$ cat config.mk
export PLATFORM = sky130hd
export DESIGN_NAME = eth_burst_arbiter
export DESIGN_NICKNAME = d
export VERILOG_FILES = /design/src/rtl/eth_burst_arbiter.sv
export SDC_FILE = /design/constraint.sdc
export NUM_CORES = 1
export LEC_CHECK = 0
export ABC_CLOCK_PERIOD_IN_PS = 2550
export BUFFER_PORTS_ARGS = -buffer_cell sky130_fd_sc_hd__buf_2
export CAP_MARGIN = 20
export CORE_MARGIN = 3
export CORE_UTILIZATION = 56
export CTS_CLUSTER_DIAMETER = 50
export DETAILED_ROUTE_END_ITERATION = 12
export PLACE_DENSITY = 0.79
export SLEW_MARGIN = 5
export SYNTH_ARGS = -nofsm -noshare
export SYNTH_HDL_FRONTEND = slang
export SYNTH_SLANG_ARGS = --single-unit
$ cat constraint.sdc
create_clock -name clk -period 2.55 [get_ports clk]
set_input_delay 0 -clock clk [delete_from_list [all_inputs] [get_ports clk]]
set_output_delay 0 -clock clk [all_outputs]
set_load 0.01 [all_outputs]
$ cat src/rtl/eth_burst_arbiter.sv
// rtl/eth_burst_arbiter.sv - round-robin burst arbiter draining full ADC channel FIFOs into one Ethernet sink
module eth_burst_arbiter #(
  parameter int NUM_CH    = 4,
  parameter int BURST_LEN = 1024,
  parameter int GAP_LEN   = 2048
) (
  input  logic                      clk,
  input  logic                      rstn,
  input  logic [NUM_CH-1:0]         full,
  input  logic [NUM_CH-1:0]         empty,
  input  logic                      eth_ready,
  output logic [NUM_CH-1:0]         rd_en,
  output logic                      eth_en,
  output logic [$clog2(NUM_CH)-1:0] ch_sel,
  output logic                      sof,
  output logic                      eof,
  output logic                      burst_abort
);

  localparam int SW     = $clog2(NUM_CH);
  localparam int MAXLEN = (BURST_LEN > GAP_LEN) ? BURST_LEN : GAP_LEN;
  localparam int CW     = (MAXLEN > 1) ? $clog2(MAXLEN) : 1;
  localparam logic [CW-1:0] BURST_LAST = CW'(BURST_LEN - 1);
  localparam logic [CW-1:0] GAP_LAST   = CW'(GAP_LEN - 1);

  typedef enum logic [1:0] {IDLE, READ, GAP} state_t;

  state_t            state, state_nxt;
  logic [CW-1:0]     count, count_nxt;
  logic [SW-1:0]     last_grant, last_grant_nxt;
  logic [SW-1:0]     ch_sel_nxt;
  logic [SW-1:0]     grant;
  logic              grant_vld;
  logic [NUM_CH-1:0] eligible;

  assign eligible = full & ~empty;

  // Search starts one past the last served channel so every full FIFO gets a turn.
  always_comb begin
    int          idx;
    logic [SW-1:0] idx_s;
    grant     = '0;
    grant_vld = 1'b0;
    idx       = 0;
    idx_s     = '0;
    for (int i = 1; i <= NUM_CH; i++) begin
      idx   = (int'(last_grant) + i) % NUM_CH;
      idx_s = SW'(idx);
      if (!grant_vld && eligible[idx_s]) begin
        grant_vld = 1'b1;
        grant     = idx_s;
      end
    end
  end

  always_ff @(posedge clk or negedge rstn) begin
    if (!rstn) begin
      state      <= IDLE;
      count      <= '0;
      ch_sel     <= '0;
      last_grant <= SW'(NUM_CH - 1);
    end else begin
      state      <= state_nxt;
      count      <= count_nxt;
      ch_sel     <= ch_sel_nxt;
      last_grant <= last_grant_nxt;
    end
  end

  always_comb begin
    state_nxt      = state;
    count_nxt      = count;
    ch_sel_nxt     = ch_sel;
    last_grant_nxt = last_grant;
    rd_en          = '0;
    eth_en         = 1'b0;
    sof            = 1'b0;
    eof            = 1'b0;
    burst_abort    = 1'b0;
    case (state)
      IDLE: begin
        if (grant_vld) begin
          ch_sel_nxt = grant;
          count_nxt  = '0;
          state_nxt  = READ;
        end
      end
      READ: begin
        // An empty granted FIFO ends the burst even on what would be the last word.
        if (empty[ch_sel]) begin
          burst_abort    = 1'b1;
          state_nxt      = GAP;
          count_nxt      = '0;
          last_grant_nxt = ch_sel;
        end else if (eth_ready) begin
          rd_en[ch_sel] = 1'b1;
          eth_en        = 1'b1;
          sof           = (count == '0);
          eof           = (count == BURST_LAST);
          if (count == BURST_LAST) begin
            state_nxt      = GAP;
            count_nxt      = '0;
            last_grant_nxt = ch_sel;
          end else begin
            count_nxt = count + 1'b1;
          end
        end
      end
      GAP: begin
        if (count == GAP_LAST) begin
          state_nxt = IDLE;
          count_nxt = '0;
        end else begin
          count_nxt = count + 1'b1;
        end
      end
      default: state_nxt = IDLE;
    endcase
  end

endmodule

## Word-level counts from Yosys, hierarchy flattened

Cells that the tools add are included.

| word-level totals | value |
|---|---|
| memory bits (read-only) | 0 |
| register bits | 17 |
| latch bits | 0 |
| memories kept | 0 |
| RAM bits | 0 |
| input bits | 11 |
| word-level logic and storage cells | 90 |

| operators by class | value |
|---|---|
| add/subtract/negate cells | 5 |
| multipliers | 0 |
| reductions and logical operators | 16 |
| bitwise operators | 2 |
| multiplexer cells | 49 |
| eq/ne operators | 8 |
| shifts and indexed selects | 0 |
| div/mod/pow operators | 0 |
| magnitude comparators | 6 |

Operators with widths:

| operator | number |
|---|---|
| $mux 11 | 5 |
| $pmux 11 s3 | 1 |
| $mux 2 | 12 |
| $mux 1 | 21 |
| $lt 2x3->1 const B | 5 |
| $mux 4 | 3 |
| $add 11x1->11 const B | 1 |
| $eq 11x10->1 const B | 1 |
| $eq 11x11->1 const B | 1 |
| $logic_not 11->1 | 1 |
| $bmux 1 s2 | 5 |
| $ne 3x3->1 const B | 2 |
| $pmux 2 s3 | 1 |
| $reduce_and 3->1 | 2 |
| $add 2x1->2 const B | 2 |
| $add 2x2->2 const B | 2 |
| $and 4x4->4 | 1 |
| $logic_and 1x1->1 | 4 |
| $ne 2x2->1 const B | 2 |
| $not 4->4 | 1 |
| $reduce_and 4->1 | 1 |
| $reduce_bool 2->1 | 2 |
| $logic_not 1->1 | 3 |
| $reduce_bool 3->1 | 1 |
| 6 further kinds | 6 |

## Longest topological paths before layout

| logic depth | value |
|---|---|
| word-level depth | 16 |
| depth in mapped cells | 8 |

## Worst setup path after synthesis

Ideal clock, no wire load.

| timing | value |
|---|---|
| path type | flip-flop to flip-flop |
| from | register count[0] |
| to | register state[0] |
| data arrival time | 1.803 ns |
| path buffers | 0 |
| required time | 2.425 ns |
| slack | 0.621 ns |
| stages on the path, launching flop included | 7 |
| cells stage by stage | dfrtp_1 ha_1 nand3_2 or4_4 a21oi_2 o21ai_2 mux2_4 |

| between the ends | value |
|---|---|
| word-level cells in the longest chain between the ends | 3 |
| elaborated cells between the ends (all ways) | 5 |
| classes of those cells | 4 x eq/ne; 1 x reduce/logical |

RTL lines:

| item | line | text |
|---|---|---|
| start, declared | 29 | `logic [CW-1:0] count, count_nxt;` |
| start signal, assigned | 64 | `count <= count_nxt;` |
| $eq 11x10->1 or $eq 11x11->1 (tied branches) | 100, 110 |  |
| $ne 3x3->1 (no line) or $ne 2x2->1 (tied branches) | -- |  |
| $reduce_and 4->1 (no line) (*) | -- |  |
| end signal, assigned | 63 | `state <= state_nxt;` |
| end, declared | 28 | `state_t state, state_nxt;` |

Every way passes the cells marked *; elsewhere a longest branch is shown, timed or not.
A chain may end at the register's enable or synchronous reset.

## Worst setup path in the final report

| timing | value |
|---|---|
| from | register ch_sel[1] |
| to | output rd_en[2] |

| between the ends | value |
|---|---|
| word-level cells in the longest chain between the ends | 7 |
| elaborated cells between the ends (all ways) | 10 |
| classes of those cells | 2 x order compare; 7 x mux; 1 x reduce/logical |

RTL lines:

| item | line | text |
|---|---|---|
| start, declared | 14 | `output logic [$clog2(NUM_CH)-1:0] ch_sel,` |
| start signal, assigned | 65 | `ch_sel <= ch_sel_nxt;` |
| $lt 2x3->1 (not written as such) or $ge 2x1->1 (tied branches) | 96 | `rd_en[ch_sel] = 1'b1;` |
| $logic_and 1x1->1 (not written as such) | 96 |  |
| $mux 1 (not written as such) | 96 |  |
| $demux 1 s2 | 96 |  |
| $mux 4 | 95 | `end else if (eth_ready) begin` |
| $mux 4 (*) | 90 | `if (empty[ch_sel]) begin` |
| $mux 4 (*) | 80 | `case (state)` |
| end, declared | 12 | `output logic [NUM_CH-1:0] rd_en,` |

Every way passes the cells marked *; elsewhere a longest branch is shown, timed or not. The select of a mux whose other input is x is not followed.

==> summary.txt <==
Status
  – Outcome: completed

Flow run
  – Max-capacitance violation count: 0

Synthesis
  – Post-Syn Nets: 168
  – Avg Synthesized Cell Area: 8.68 um^2
  – Netlist Area Pre-Place: 1320 um^2
  – Warnings from Yosys: 0
  – Portion of the post-synthesis area used by sequential elements: 32.4%
  – Largest cells by area after synthesis: sky130_fd_sc_hd__dfrtp_1, sky130_fd_sc_hd__ha_1, sky130_fd_sc_hd__o21ai_0
  – Most instantiated library cell after synthesis: sky130_fd_sc_hd__dfrtp_1
  – Share of flip-flops with an asynchronous set or reset: 100%
  – Leading area contributor after synthesis: sky130_fd_sc_hd__dfrtp_1
  – Proportion of netlist area held by the largest area contributor: 28.5%
  – Number of enable-type register cells in the synthesized netlist: 0
  – Cell types with the highest counts after synthesis: sky130_fd_sc_hd__dfrtp_1, sky130_fd_sc_hd__nor2_1, sky130_fd_sc_hd__inv_1, sky130_fd_sc_hd__nand2_1, sky130_fd_sc_hd__o21ai_0
  – Flops & latches, synth: 17
  – Most used flip-flop cell after synthesis: sky130_fd_sc_hd__dfrtp_1
  – Mapped Cells: 152
  – Unique cell type count in the Yosys netlist: 46

Detailed routing
  – DRC Markers: 0
  – Ratio of routed vias to standard cells: 6.38
  – Number of vias in the routed layout: 1276
  – DRT antenna net count: 0
  – Drt initial violations: 62
  – Average wire per standard cell: 15.5 um
  – Sum of routed wire length over all layers: 3.09 mm
  – First drt pass iteration count: 4

STA
  – Slew at the pin with the worst max-slew slack: 662 ps
  – Setup total negative slack: 0 ps
  – Post-route fraction of the period consumed by the critical path: 85.0%
  – RSZ-0062 raised after global routing: no
  – Number of endpoints failing setup at the final stage: 0
  – Normalized max-slew margin: 55.9%
  – Setup skew after layout: 8.39 ps
  – Worst-case setup margin in the final layout: 384 ps
  – Achievable frequency: 0.462 GHz
  – Max-slew violations: 0
  – Shortest clock period the worst path allows after layout: 2170 ps
  – Final hold violation count: 0

Placed design
  – Worst slack at placement: 464 ps
  – Routability cong.: 0.809
  – IO buf count: 20
  – Detailed-placement wirelength estimate: 2.34 mm

Power and ir drop
  – Pwr/cell area: 898 nW/um^2
  – Peak supply drop: 0.595 mV
  – Leakage Power: 0.637 nW
  – Power, Total: 1.32 mW

Finish
  – N_diodes: 0
  – Post-layout net count: 190
  – Fraction of final layout cells with drive strength greater than 1: 24.9%
  – Area growth from synthesis to final layout: 11.5%

Clocking
  – Post-CTS setup buffer count: 0
  – Depth of the CTS H-tree: 1
  – TritonCTS clock tree: yes
  – Number of clock buffers inserted by TritonCTS: 3
  – Clock-pin slew of the registers on the worst-case setup and hold paths: 110 ps
  – Clock insertion delay at the later pin of the skew report: 310 ps
  – Clock Sink Count: 17
  – Number of buffers on the longest clock path: 2
  – CTS root buffer: sky130_fd_sc_hd__clkbuf_4

Setup path
  – Largest fanout on the critical path: 9
  – Largest stage delay, worst path: 560 ps
  – CP endpoint kind: output port
  – Critical Path, Cell by Cell: mux2i_2 -> a22o_1 -> nand2_1 -> inv_1 -> nand2_1 -> nor2_1 -> buf_2
  – Signal arrival time at the worst endpoint: 2170 ps
  – Crit-path slowest cell: sky130_fd_sc_hd__dfrtp_1
  – Data required, critical path: 2550 ps
  – Most used cell, CP: sky130_fd_sc_hd__nand2_1
  – Type of the worst setup path: reg2out
  – CP Launch Type: flip-flop

Floorplan
  – Area of the die: 2970 um^2
  – Die boundary width: 54.5 um
  – Cell Rows: 16
  – Core footprint: 2100 um^2
  – Number of top-level pins: 21
  – Initial core utilization: 62.7%
  – Floorplan die height: 54.5 um

GRT
  – Largest net degree at the start of global routing: 18
  – Global-route wire length before repair: 5.04 mm
  – Total gr overflow: 0
  – Number of global-route vias before repair: 1176
  – Number of antenna violations at the first check in global routing: 0
  – Combined global-route utilization of all metal layers: 23.9%

Hold path
  – Classification of the worst-slack hold path: in2async
-- power by group --
part / total (mW) / internal [mW] / switching (mW)
clock: 0.157 / 0.0600 / 0.0973
combinational: 0.733 / 0.316 / 0.417
sequential: 0.430 / 0.338 / 0.0913
total: 1.32 / 0.714 / 0.606
-- metrics by stage --
step	hold slack, ps	utilization, %	std cells	cell area [um^2]
2_1_floorplan	-296	-	152	1320
3_3_place_gp	-58.7	68.0	195	1430
3_5_place_dp	-59.1	68.0	195	1430
4_1_cts	136	69.9	200	1470
5_1_grt	150	69.9	200	1470
6_report	124	69.9	200	1470
-- final timing paths --
path / slack [ps] / end / cells after the start / startpoint
worst max-delay path: 380 / rd_en[2] / 7 / ch_sel[1]$_DFFE_PN0P_
worst min-delay path: 120 / count[2]$_DFFE_PN0P_ / 2 / rstn
worst max register to register: 390 / count[5]$_DFFE_PN0P_ / 5 / ch_sel[1]$_DFFE_PN0P_
worst min register to register: 560 / state[1]$_DFFE_PN0P_ / 1 / state[1]$_DFFE_PN0P_
max in group asynchronous: 2100 / last_grant[1]$_DFFE_PN1P_ / 2 / rstn
min in group clk: 190 / ch_sel[0]$_DFFE_PN0P_ / 4 / empty[2]
-- flip-flops by register name (all words and copies together) (netlist names) --
| register | flops |
|---|---|
| ch_sel | 2 |
| count | 11 |
| last_grant | 2 |
| state | 2 |
-- cells in the final DEF (no fill, tap or decap), types with 2 or more instances in the layout --
master / instances
sky130_fd_sc_hd__mux2i_2: 2
sky130_fd_sc_hd__or3_1: 2
sky130_fd_sc_hd__nor3_1: 2
sky130_fd_sc_hd__mux2_2: 4
sky130_fd_sc_hd__inv_1: 12
sky130_fd_sc_hd__and3_1: 2
sky130_fd_sc_hd__dfrtp_1: 15
sky130_fd_sc_hd__dfstp_2: 2
sky130_fd_sc_hd__o22ai_1: 3
sky130_fd_sc_hd__nor2_1: 14
sky130_fd_sc_hd__ha_1: 5
sky130_fd_sc_hd__clkbuf_4: 3
sky130_fd_sc_hd__a221oi_1: 2
sky130_fd_sc_hd__nand3_2: 2
sky130_fd_sc_hd__nand2b_1: 4
sky130_fd_sc_hd__a32oi_1: 3
sky130_fd_sc_hd__nor2b_1: 7
sky130_fd_sc_hd__nand3_1: 4
sky130_fd_sc_hd__nand2_1: 12
sky130_fd_sc_hd__o21ai_1: 4
sky130_fd_sc_hd__o21a_1: 2
sky130_fd_sc_hd__nand3b_1: 2
sky130_fd_sc_hd__o21ai_0: 11
sky130_fd_sc_hd__and2_1: 3
sky130_fd_sc_hd__a31oi_1: 3
sky130_fd_sc_hd__nor4_1: 3
sky130_fd_sc_hd__mux2_4: 2
sky130_fd_sc_hd__nand4_1: 4
sky130_fd_sc_hd__buf_2: 20
-- kinds of logic after synthesis --
kind of cell	synth area share, %
AOI/OAI and AO/OA	20.7
adders and majority gates	4.74
buffers and inverters	5.12
DFF	32.4
muxes	8.54
and+or+nand+nor	28.5
-- critical path: cells and delay by family (launching register included) --
kind / cells / cell delay, ps
AO/OA/AOI/OAI: 1 / 270
buffers and inverters: 2 / 290
flip-flops: 1 / 560
multiplexers: 1 / 420
AND/OR/NAND/NOR: 3 / 310
-- area by class of cell --
type / count / area [um^2]
clock buffers: 3 / 22.5
repair buffers: 21 / 110
flip-flops and latches: 17 / 428
well taps: 27 / 33.8
multi-input cells: 119 / 823
clock inverters: 1 / 7.51
fillers: 169 / 632
inverters: 12 / 45.0
-- routing by layer --
layer	GRT usage, %	vias to the layer above	routed length (um)
li1	-	600	-
met1	29.4	601	1360
met2	36.3	62	1420
met3	6.54	13	220
met4	16.2	0	90
met5	0	-	0
-- what timing repair did --
item                                    4_1_cts  5_1_grt
resized for setup                             0        0
endpoints found under the setup margin        0        0
hold buffers                                  1        0
hold endpoints to repair                     17        0
(Power assumes the default switching activity.)
